## src/rtl/color_sensor_emulator.sv

```systemverilog
// Behavioural stand-in for a colour-to-frequency sensor: emits a square wave whose half-period
// comes from a per-filter table scaled by the reader's scale select. Define SENSOR_EMU_JITTER_EN for 0/+1 cycle jitter.
module color_sensor_emulator #(
    parameter int HP_W          = 16,
    parameter int SETTLE_CYCLES = 64,
    parameter int HP_RED_RST    = 1000,
    parameter int HP_BLUE_RST   = 1200,
    parameter int HP_CLEAR_RST  = 400,
    parameter int HP_GREEN_RST  = 1500
) (
    input  logic            clk,
    input  logic            rst_n,
    input  logic [1:0]      scale,
    input  logic [1:0]      filter,
    input  logic            wr_en,
    input  logic [1:0]      wr_sel,
    input  logic [HP_W-1:0] wr_data,
    output logic            sensor_freq,
    output logic            active,
    output logic [15:0]     rise_count
);

    localparam int EFF_W = HP_W + 6;
    localparam int SET_W = $clog2(SETTLE_CYCLES + 1);
    localparam logic [SET_W-1:0] SETTLE_LAST = SET_W'(SETTLE_CYCLES - 1);

    typedef enum logic [1:0] {
        OFF,
        SETTLE,
        RUN
    } state_t;

    function automatic logic [5:0] scale_mult(input logic [1:0] s);
        case (s)
            2'b11:   return 6'd1;
            2'b10:   return 6'd5;
            2'b01:   return 6'd50;
            default: return 6'd0;
        endcase
    endfunction

    function automatic logic [15:0] sat_inc16(input logic [15:0] v);
        return (v == 16'hFFFF) ? v : v + 16'd1;
    endfunction

    state_t             state;
    logic [HP_W-1:0]    hp_tbl [4];
    logic [1:0]         scale_q;
    logic [1:0]         filter_q;
    logic [SET_W-1:0]   settle_cnt;
    logic [EFF_W-1:0]   cnt;
    logic [EFF_W-1:0]   hp_lat;
    logic [EFF_W-1:0]   hp_last;
    logic [EFF_W-1:0]   eff_hp;
    logic [EFF_W-1:0]   lat_next;
    logic               chg;
    logic               at_boundary;

    // Product of a HP_W table entry and a 6-bit multiplier never exceeds EFF_W bits.
    assign eff_hp      = EFF_W'(hp_tbl[filter]) * EFF_W'(scale_mult(scale));
    assign chg         = (scale != scale_q) || (filter != filter_q);
    assign hp_last     = hp_lat - EFF_W'(1);
    assign at_boundary = (hp_lat != '0) && (cnt == hp_last);

`ifdef SENSOR_EMU_JITTER_EN
    logic [7:0] lfsr;
    logic       toggle;

    assign toggle   = (state == RUN) && (scale != 2'b00) && !chg && at_boundary;
    // Dark channels must stay exactly zero so they never start toggling.
    assign lat_next = (eff_hp == '0) ? eff_hp : eff_hp + EFF_W'(lfsr[0]);

    always_ff @(posedge clk or negedge rst_n) begin
        if (!rst_n) begin
            lfsr <= 8'hA5;
        end else if (toggle) begin
            lfsr <= {lfsr[6:0], lfsr[7] ^ lfsr[5] ^ lfsr[4] ^ lfsr[3]};
        end
    end
`else
    assign lat_next = eff_hp;
`endif

    always_ff @(posedge clk or negedge rst_n) begin
        if (!rst_n) begin
            hp_tbl[0] <= HP_W'(HP_RED_RST);
            hp_tbl[1] <= HP_W'(HP_BLUE_RST);
            hp_tbl[2] <= HP_W'(HP_CLEAR_RST);
            hp_tbl[3] <= HP_W'(HP_GREEN_RST);
        end else if (wr_en) begin
            hp_tbl[wr_sel] <= wr_data;
        end
    end

    always_ff @(posedge clk or negedge rst_n) begin
        if (!rst_n) begin
            state       <= OFF;
            scale_q     <= 2'b00;
            filter_q    <= 2'b00;
            settle_cnt  <= '0;
            cnt         <= '0;
            hp_lat      <= '0;
            sensor_freq <= 1'b0;
            active      <= 1'b0;
            rise_count  <= '0;
        end else begin
            scale_q  <= scale;
            filter_q <= filter;
            case (state)
                OFF: begin
                    sensor_freq <= 1'b0;
                    active      <= 1'b0;
                    if (scale != 2'b00) begin
                        state      <= SETTLE;
                        settle_cnt <= '0;
                    end
                end
                SETTLE: begin
                    sensor_freq <= 1'b0;
                    active      <= 1'b0;
                    if (scale == 2'b00) begin
                        state <= OFF;
                    end else if (chg) begin
                        settle_cnt <= '0;
                    end else if (settle_cnt == SETTLE_LAST) begin
                        state      <= RUN;
                        active     <= 1'b1;
                        cnt        <= '0;
                        rise_count <= '0;
                        hp_lat     <= lat_next;
                    end else begin
                        settle_cnt <= settle_cnt + SET_W'(1);
                    end
                end
                RUN: begin
                    if (scale == 2'b00) begin
                        state       <= OFF;
                        sensor_freq <= 1'b0;
                        active      <= 1'b0;
                    end else if (chg) begin
                        state       <= SETTLE;
                        settle_cnt  <= '0;
                        sensor_freq <= 1'b0;
                        active      <= 1'b0;
                    end else if (hp_lat == '0) begin
                        // Dark channel: keep polling the table so a new value starts promptly.
                        hp_lat <= lat_next;
                    end else if (at_boundary) begin
                        sensor_freq <= ~sensor_freq;
                        cnt         <= '0;
                        hp_lat      <= lat_next;
                        if (!sensor_freq) begin
                            rise_count <= sat_inc16(rise_count);
                        end
                    end else begin
                        cnt <= cnt + EFF_W'(1);
                    end
                end
                default: begin
                    state       <= OFF;
                    sensor_freq <= 1'b0;
                    active      <= 1'b0;
                end
            endcase
        end
    end

endmodule

```

## config.mk

```make
export PLATFORM = sky130hd
export DESIGN_NAME = color_sensor_emulator
export DESIGN_NICKNAME = d
export VERILOG_FILES = /design/src/rtl/color_sensor_emulator.sv
export SDC_FILE = /design/constraint.sdc
export NUM_CORES = 1
export LEC_CHECK = 0
export ABC_AREA = 1
export BUFFER_PORTS_ARGS = -buffer_cell sky130_fd_sc_hd__buf_4
export CAP_MARGIN = 20
export CORE_MARGIN = 4
export CORE_UTILIZATION = 45
export DETAILED_ROUTE_END_ITERATION = 10
export PLACE_DENSITY = 0.64
export SLEW_MARGIN = 5
export SYNTH_ARGS = -nofsm -noshare
export SYNTH_HDL_FRONTEND = slang
export SYNTH_SLANG_ARGS = --single-unit
```

## constraint.sdc

```tcl
create_clock -name clk -period 4.4 [get_ports clk]
set_input_delay 0.66 -clock clk [delete_from_list [all_inputs] [get_ports clk]]
set_output_delay 0.66 -clock clk [all_outputs]
set_load 0.05 [all_outputs]
```

Word-level counts from Yosys, hierarchy flattened
Index checks and enable logic that the tools add are counted.
{"block": "totals", "reg_bits": 139, "elab_cells": 126, "input_bits": 25, "out_inout_bits": 18}
{"block": "op_classes", "eq_ne": 28, "addsub": 4, "reduce_logical": 16, "muxes": 58, "n_mul": 1, "bitwise_logic": 3, "order_cmp": 3}
{"cell": "$mux W22", "n": 14}
{"cell": "$mux W16", "n": 12}
{"cell": "$pmux W22 S2", "n": 2}
{"cell": "$bwmux W64", "n": 1}
{"cell": "$mux W7", "n": 6}
{"cell": "$bmux W16 S2", "n": 1}
{"cell": "$demux W16 S2", "n": 1}
{"cell": "$pmux W16 S2", "n": 1}
{"cell": "$add A22 B1 Y22 const B", "n": 1}
{"cell": "$eq A22 B22 Y1", "n": 1}
{"cell": "$logic_not A22 Y1", "n": 1}
{"cell": "$mul A16 B6 Y22", "n": 1}
{"cell": "$ne A2 B2 Y1 const B", "n": 11}
{"cell": "$reduce_bool A22 Y1", "n": 1}
{"cell": "$sub A22 B1 Y22 const B", "n": 1}
{"cell": "$pmux W7 S3", "n": 1}
{"cell": "$pmux W6 S3", "n": 1}
{"cell": "$add A16 B1 Y16 const B", "n": 1}
{"cell": "$eq A16 B16 Y1 const B", "n": 1}
{"cell": "$ne A3 B3 Y1 const B", "n": 5}
{"cell": "$reduce_and A7 Y1", "n": 2}
{"cell": "$mux W2", "n": 6}
{"cell": "$mux W1", "n": 10}
{"cell": "$reduce_and A10 Y1", "n": 1}
{"cell": "other kinds (20)", "n": 30}

Longest topological paths before layout
Gate-level depths: netlist (run 1).
{"block": "logic_depth", "ltp_word": 10, "depth_mapped": 26, "mapped_depth_nobuf": 24}

Worst setup path after synthesis (run 1)
No wires, ideal clock.
{"block": "synth_timing", "kind": "input to register", "start": "input filter[0]", "end": "register hp_lat[15]", "arrival_ns": 4.730, "cell_stages": 23, "required_ns": 4.280, "setup_ns": 0.120, "path_buffers": 3, "slack_ns": -0.450, "path_cell_list": "buf_2 -> clkbuf_1 -> clkbuf_1 -> nand2_1 -> nand3_1 -> nand2_1 -> o21ai_0 -> ha_1 -> fa_1 -> inv_1 -> fa_1 -> inv_1 -> ha_1 -> nand2_1 -> o21ai_0 -> a21oi_1 -> o21ai_0 -> nand3_1 -> nand2_1 -> xor2_1 -> or2_2 -> o21ai_0 -> inv_1"}
{"block": "synth_between", "elab_chain_cells": 10, "word_cells_on_any_way": 18, "classes_between": "mul: 1; eq/ne: 3; mux: 11; bitwise: 1; reduce/logical: 2"}
{"item": "start: declaration", "line_no": "14", "source": "input logic [1:0] filter,"}
{"item": "$not A2 Y3 (implied by the code)", "line_no": "60", "source": "assign eff_hp = EFF_W'(hp_tbl[filter]) * EFF_W'(scale_mult(scale));"}
{"item": "$bmux W16 S2", "line_no": "60"}
{"item": "$mux W16 (implied by the code) (2 in series)", "line_no": "60"}
{"item": "$mul A16 B6 Y22", "line_no": "60"}
{"item": "$mux W22", "line_no": "148", "source": "end else if (at_boundary) begin"}
{"item": "$mux W22", "line_no": "145", "source": "end else if (hp_lat == '0) begin"}
{"item": "$mux W22", "line_no": "140", "source": "end else if (chg) begin"}
{"item": "$mux W22", "line_no": "136", "source": "if (scale == 2'b00) begin"}
{"item": "$pmux W22 S2", "line_no": "109", "source": "case (state)"}
{"item": "end signal: assignment", "line_no": "130", "source": "hp_lat <= lat_next;"}
{"item": "end signal: assignment", "line_no": "147", "source": "hp_lat <= lat_next;"}
{"item": "end signal: assignment", "line_no": "151", "source": "hp_lat <= lat_next;"}
{"item": "end: declaration", "line_no": "52", "source": "logic [EFF_W-1:0] hp_lat;"}
Parallel ways exist; a longest one is shown, timed or not. The select of a mux whose other input is x is not followed.
A chain may end at the register's enable or synchronous reset.

Final worst setup path (run 1)
{"block": "layout_timing", "start": "input filter[0]", "end": "register hp_lat[21]"}
Same word-level chain as after synthesis.

==> results of run 1 <==
## registers in the layout (all words and copies together) (netlist names)
register and flops:
scale_q 2, hp_lat 22, active 1, state 2
rise_count 16, cnt 22, settle_cnt 7, sensor_freq 1
hp_tbl 64, filter_q 2
## routing by layer
layer / up-vias / track usage / wire length, um
li1: 4657 / - / -
met1: 4164 / 0.2676 / 11140
met2: 119 / 0.3543 / 11910
met3: 27 / 0.02597 / 644
met4: 0 / 0.05858 / 345
met5: - / 0 / 0
## kinds of logic after synthesis
group / count (synthesis) / synth area share
buf+inv: 257 / 0.09823
xor+xnor: 45 / 0.03907
compound gates: 211 / 0.1117
simple gates: 661 / 0.2834
fa+ha+maj: 79 / 0.1203
flops: 139 / 0.3473
## timing repair
item                       CTS  global route
setup endpoints to repair    0             9
buffers inserted             0             0
gates resized for setup      0            27
## worst max-delay path, cell delays in order
cell	delay (ps)
buf_4	130
inv_2	80
buf_12	130
buf_12	130
nand2_1	70
a32o_2	290
nor2_1	140
fa_1	410
inv_1	70
fa_1	430
fa_1	540
inv_1	40
ha_1	300
buf_4	130
nand2_1	60
nor2_2	90
and2_4	160
nand4_1	70
nand3_1	140
xor2_1	170
nand2_1	80
o21ai_1	100
inv_1	50
## path summary, 6_finish.rpt
path | end | slack (ps) | start
setup / recovery | hp_lat[21] | 220 | filter[0]
hold / removal | cnt[0] | 250 | rst_n
setup reg to reg | hp_lat[15] | 380 | hp_tbl[37]
hold reg to reg | hp_tbl[26] | 490 | hp_tbl[26]
max in group asynchronous | hp_tbl[24] | 3160 | rst_n
min in group clk | filter_q[0] | 490 | filter[0]
## report_power, final
group,switching (uW),leakage [uW],internal (uW)
sequential,232,0.00164,1540
combinational,1010,0.00433,746
clock,625,0.000276,799
total,1860,0.00625,3080
## cell usage in the layout (no fill, tap or decap), types with 8 or more instances in the layout
| master | netlist | layout |
|---|---|---|
| inv_1 | 215 | 213 |
| dfrtp_1 | 119 | 119 |
| ha_1 | 49 | 43 |
| xor2_1 | 30 | 30 |
| nand2_2 | 6 | 8 |
| clkbuf_16 | 0 | 17 |
| nand2_1 | 346 | 344 |
| nand4_1 | 16 | 16 |
| o21ai_1 | 10 | 15 |
| nor3_1 | 22 | 21 |
| fa_1 | 30 | 30 |
| a21oi_1 | 47 | 42 |
| o21ai_0 | 131 | 123 |
| nor2_2 | 10 | 17 |
| xnor2_1 | 15 | 15 |
| buf_4 | 0 | 127 |
| nor2_1 | 145 | 137 |
| nand3_1 | 84 | 81 |
| dfstp_2 | 20 | 20 |
## layout make-up
type / count / area [um2]
fillers: 2096 / 9836
clock buffers: 17 / 425.4
clock inverters: 15 / 153.9
repair buffers: 136 / 1092
inverters: 222 / 840.8
multi-input cells: 996 / 5757
flip-flops and latches: 139 / 3503
well taps: 280 / 350.3
## stage by stage
step | cells | total power, uW | hold slack (ps)
2_1_floorplan | 1392 | 2952 | 364.4
3_3_place_gp | 1770 | 3472 | 453.3
3_5_place_dp | 1770 | 3504 | 473.1
4_1_cts | 1802 | 4951 | 309.9
5_1_grt | 1805 | 5344 | 352.6
6_report | 1805 | 4946 | 254.6
==> results.md, run 1 <==
* VDD IR max at roughly 0.26 mV
* Setup TNS at 0 ps
* Placed cell area at between 10000 and 15000 um2
* Vias in the first global route at just under 9000
* Routed vias at about 9000
* Clk pin slew, worst setup/hold paths at roughly 70 ps
* Final WS setup at 215.7 ps
* Synth Register Bits at ~140
* Die W at approximately 160 um
* Status: complete, no violations
* Crit path launch type: input port
* Top FF cell, synth: dfrtp_1
* Ys Warns at 0
* Critical path peak fanout at 14
* Post-layout min period at 4184 ps
* # nets final at between 1500 and 2000
* CTS root buf: clkbuf_16
* CTS tree: yes
* Actual slew at the worst max-slew pin at 810.5 ps
* Core footprint at 21960 um2
* Initial Util at 0.4594
* Synth top area share at 0.2952
* Arrival time worst endpoint at 4490 ps
* Final slew viol count at 0
* Drt wl/cell at roughly 13 um
* Crit path kind: input port to flip-flop
* DR vias/cell at 4.968
* # H-tree levels at 4
* Initial DRC Count at roughly 450
* Syn Nets at 1496
* R2r worst-path depth at 23
* Worst-skew pair later-pin latency at between 400 and 500 ps
* Overflow after GRT at 0
* GP Congestion at approximately 0.87
* Fin area at ~12000 um2
* # DRC at 0
* Pre-CTS setup slack at -285.2 ps
* Hold-fix buffers at CTS at 0
* Leading post-synthesis cells by cell area: dfrtp_1 (30%), nand2_1 (13%), inv_1 (8.0%)
* GRT Util Overall at 0.2039
* WL final at 24040 um
* Unique masters post-synth at 44
* Vert. Die Dim at ~160 um
* Layout cell share with drive strength beyond 1 at 0.1711
* Commonest cells post-synth: nand2_1 (346), inv_1 (215), nor2_1 (145)
* DR pass1 iterations at 5
* Pwr dens at roughly 400 nW/um2
* Die area at around 25000 um2
* Post-Syn Area at 10090 um2
* Post-synthesis sequential area ratio at 0.3473
* Hold Fails Final Rpt at 0
* Endpoints failing setup at 0
* EDFF count, synth at 0
* Clk buf depth at 2
* ANT nets after route at 0
* Fmax at roughly 240 MHz
* P_leak at approximately 0.0062 uW
* Total CTS buffers at 17
* Setup crit end kind: flip-flop
* Syn Inst Count at approximately 1400
* Area grow syn2layout at 20.17%
* Hold Crit Class: input port to asynchronous set/reset pin
* Largest net degree at the start of global routing at between 80 and 90
* I/O Buffers at 42
* Area leader, netlist: dfrtp_1
* Initial antenna violation count at 0
* Rows at between 50 and 60
* CTS Sinks at 139
* Final period util at 0.9510
* N_diodes at 0
* Avg Cell Area, Syn at between 7 and 8 um2
* First-pass GRT wire length at about 42000 um
* Number of max-cap violations at 0
* Final Skew at ~13 ps
* Relative slew slack at 0.4597
* IO Pins at between 40 and 50
* Async SR Flop Fraction at 1.000
* Most numerous cell in the Yosys netlist: nand2_1
* Post-layout util at 0.5521
* Worst Path Required at about 4700 ps
* HPWL Detailed at 18880 um
(Power assumes the default switching activity.)
==> run 2, diff against run 1 <==
--- a/config.mk
+++ b/config.mk
@@ -6,7 +6,7 @@
 export NUM_CORES = 1
 export LEC_CHECK = 0
 export ABC_AREA = 1
-export BUFFER_PORTS_ARGS = -buffer_cell sky130_fd_sc_hd__buf_4
+export BUFFER_PORTS_ARGS = -buffer_cell sky130_fd_sc_hd__buf_2
 export CAP_MARGIN = 20
 export CORE_MARGIN = 4
 export CORE_UTILIZATION = 45
==> results.md, run 2 (synthesis gave the netlist of run 1 again) <==
* Area grow syn2layout at 19.61% (was 20.17%)
* P_leak at 0.006227 uW (was 0.006246 uW)
* Setup crit end kind: flip-flop (unchanged)
* IO Pins at 43 (unchanged)
* Arrival time worst endpoint at 4510 ps (was 4490 ps)
* Most frequent cells in the layout: nand2_1 (344), inv_1 (213), nor2_1 (138) (was nand2_1 (344), inv_1 (213), nor2_1 (137))
* Clk pin slew, worst setup/hold paths at 70 ps (about the same)
* Initial DRC Count at 507 (was 445)
* Critical path peak fanout at 21 (was 14)
* CTS Sinks at 139 (unchanged)
* Endpoints failing setup at 0 (unchanged)
* Fmax at 238.6 MHz (was 239.0 MHz)
* Total CTS buffers at 17 (unchanged)
* Worst setup path endpoint: hp_lat[17] (was hp_lat[21])
* DR pass1 iterations at 4 (was 5)
* GP Congestion at 0.8731 (was 0.8712)
* Vias in the first global route at 8617 (was 8922)
* Post-layout min period at 4191 ps (was 4184 ps)
* RSZ-0062 raised after global routing: true
* I/O Buffers at 42 (unchanged)
* GRT Util Overall at 0.2009 (was 0.2039)
* DR vias/cell at 4.952 (was 4.968)
* # fillers at 2095 (was 2096)
* N_diodes at 0 (unchanged)
* VDD IR max at 0.3008 mV (was 0.2636 mV)
* Reg2reg setup slack at 340 ps (was 380 ps)
* Most flop-heavy register: hp_tbl (unchanged)
* # H-tree levels at 4 (unchanged)
* Pwr dens at 410.6 nW/um2 (was 408.0 nW/um2)
* Total power at 4954 uW (was 4946 uW)
* Status: complete, no violations (unchanged)
* R2r worst-path depth at 21 (was 23)
* Largest net degree at the start of global routing at 111 (was 84)
* Crit path launch type: input port (unchanged)
* Largest registers: hp_tbl (64), cnt (22), hp_lat (22) (unchanged)
* Crit path kind: input port to flip-flop (unchanged)
* Hold Crit Class: input port to asynchronous set/reset pin (unchanged)
* Worst Path Required at 4720 ps (was 4710 ps)
* Routed vias at 8944 (was 8967)
* Overflow after GRT at 0 (unchanged)
* Worst-skew pair later-pin latency at 430 ps (about the same)
* Post-layout util at 0.5495 (was 0.5521)
* Drt wl/cell at 13.26 um (was 13.32 um)
* Critical R2R Launch: hp_tbl[37] (unchanged)
* Clk buf depth at 2 (unchanged)
* Rows at 54 (unchanged)
* HPWL Detailed at 18370 um (was 18880 um)
* Core footprint at 21960 um2 (unchanged)
* # nets final at 1617 (was 1616)
* Die area at 24880 um2 (unchanged)
* Max reg flops at 64 (unchanged)
* Hold Fails Final Rpt at 0 (unchanged)
* Vert. Die Dim at 157.7 um (unchanged)
* # DRC at 0 (unchanged)
* Reg2reg end: hp_lat[14] (was hp_lat[15])
* ANT nets after route at 0 (unchanged)
* Most common library cell in the layout ignoring fill and taps: nand2_1 (unchanged)
* First-pass GRT wire length at 40820 um (was 41610 um)
* Die W at 157.7 um (unchanged)
* Initial antenna violation count at 0 (unchanged)
* Final Skew at 19.33 ps (was 13.16 ps)
* Layout cell share with drive strength beyond 1 at 0.1704 (was 0.1711)
* Relative slew slack at 0.6539 (was 0.4597)
* Number of max-cap violations at 0 (unchanged)
* CTS root buf: clkbuf_16 (unchanged)
* Actual slew at the worst max-slew pin at 519.2 ps (was 810.5 ps)
* Final slew viol count at 0 (unchanged)
* CTS tree: yes (unchanged)
* Critical Path Start: filter[0] (unchanged)
* Final period util at 0.9526 (was 0.9510)
* WL final at 23950 um (was 24040 um)
* Initial Util at 0.4594 (unchanged)
==> run 2: changes by cell type in the layout (fill, tap and decap cells not counted), sizes merged <==
cell	delta
buf	+1
==> run 2: area by class of cell <==
cell class              count  area, um2  share of cell area
repair buffers            137       1033             0.08565
clock inverters            15      153.9             0.01275
inverters                 222      843.3             0.06989
well taps                 280      350.3             0.02903
multi-input cells         996       5757              0.4771
clock buffers              17      425.4             0.03526
flip-flops and latches    139       3503              0.2903
==> run 2: per-layer routing <==
layer	share of wire	track usage	wire, um
met5	0	0	0
met4	0.019	0.05858	446
met3	0.033	0.03308	793
met2	0.49	0.3413	11680
met1	0.46	0.2650	11030
==> run 2: per-stage QoR <==
stage          instance area (um2)  hold WS, ps  worst slack (ps)  setup TNS [ps]  std cells
2_1_floorplan                10220        364.4            -9.201          -9.201       1392
3_3_place_gp                 11290        456.0            -243.1           -1882       1769
3_5_place_dp                 11290        462.1            -308.7           -2755       1769
4_1_cts                      11870        416.7             154.1               0       1801
5_1_grt                      12070        207.9            -20.13          -40.64       1806
6_report                     12070        172.0             208.6               0       1806
==> run 2: how the worst min path moves through the flow <==
stage / start / to / slack, ps / depth (start not counted)
after floorplan: rst_n / active / 360 / 0
after detailed placement: settle_cnt[5] / settle_cnt[5] / 460 / 1
after global placement: settle_cnt[5] / settle_cnt[5] / 460 / 1
final: rst_n / hp_lat[0] / 170 / 1
after CTS: rst_n / hp_lat[0] / 420 / 1
after global routing: rst_n / hp_lat[2] / 210 / 1
==> run 2: where the power goes <==
| group | switching [uW] | internal [uW] | total (uW) |
|---|---|---|---|
| Sequential | 237 | 1540 | 1770 |
| Combinational | 1010 | 744 | 1760 |
| Clock | 626 | 799 | 1420 |
==> run 2: critical path, stage by stage <==
cell     delay (ps)
buf_2           130
buf_12          160
buf_6           170
nand2_1          70
a32o_2          320
nor2_1          160
fa_1            430
inv_1            80
fa_1            430
fa_1            540
inv_1            40
ha_1            330
a21oi_1         210
o21ai_0         130
a21oi_1         230
xnor2_1          90
or2_0           210
o21ai_1          70
inv_1            50
==> run 2: what timing repair did <==
item                                    in CTS  in global routing
setup buffers                                0                  0
resized for setup                            0                 29
endpoints found under the setup margin       0                 12
hold buffers                                 0                  0
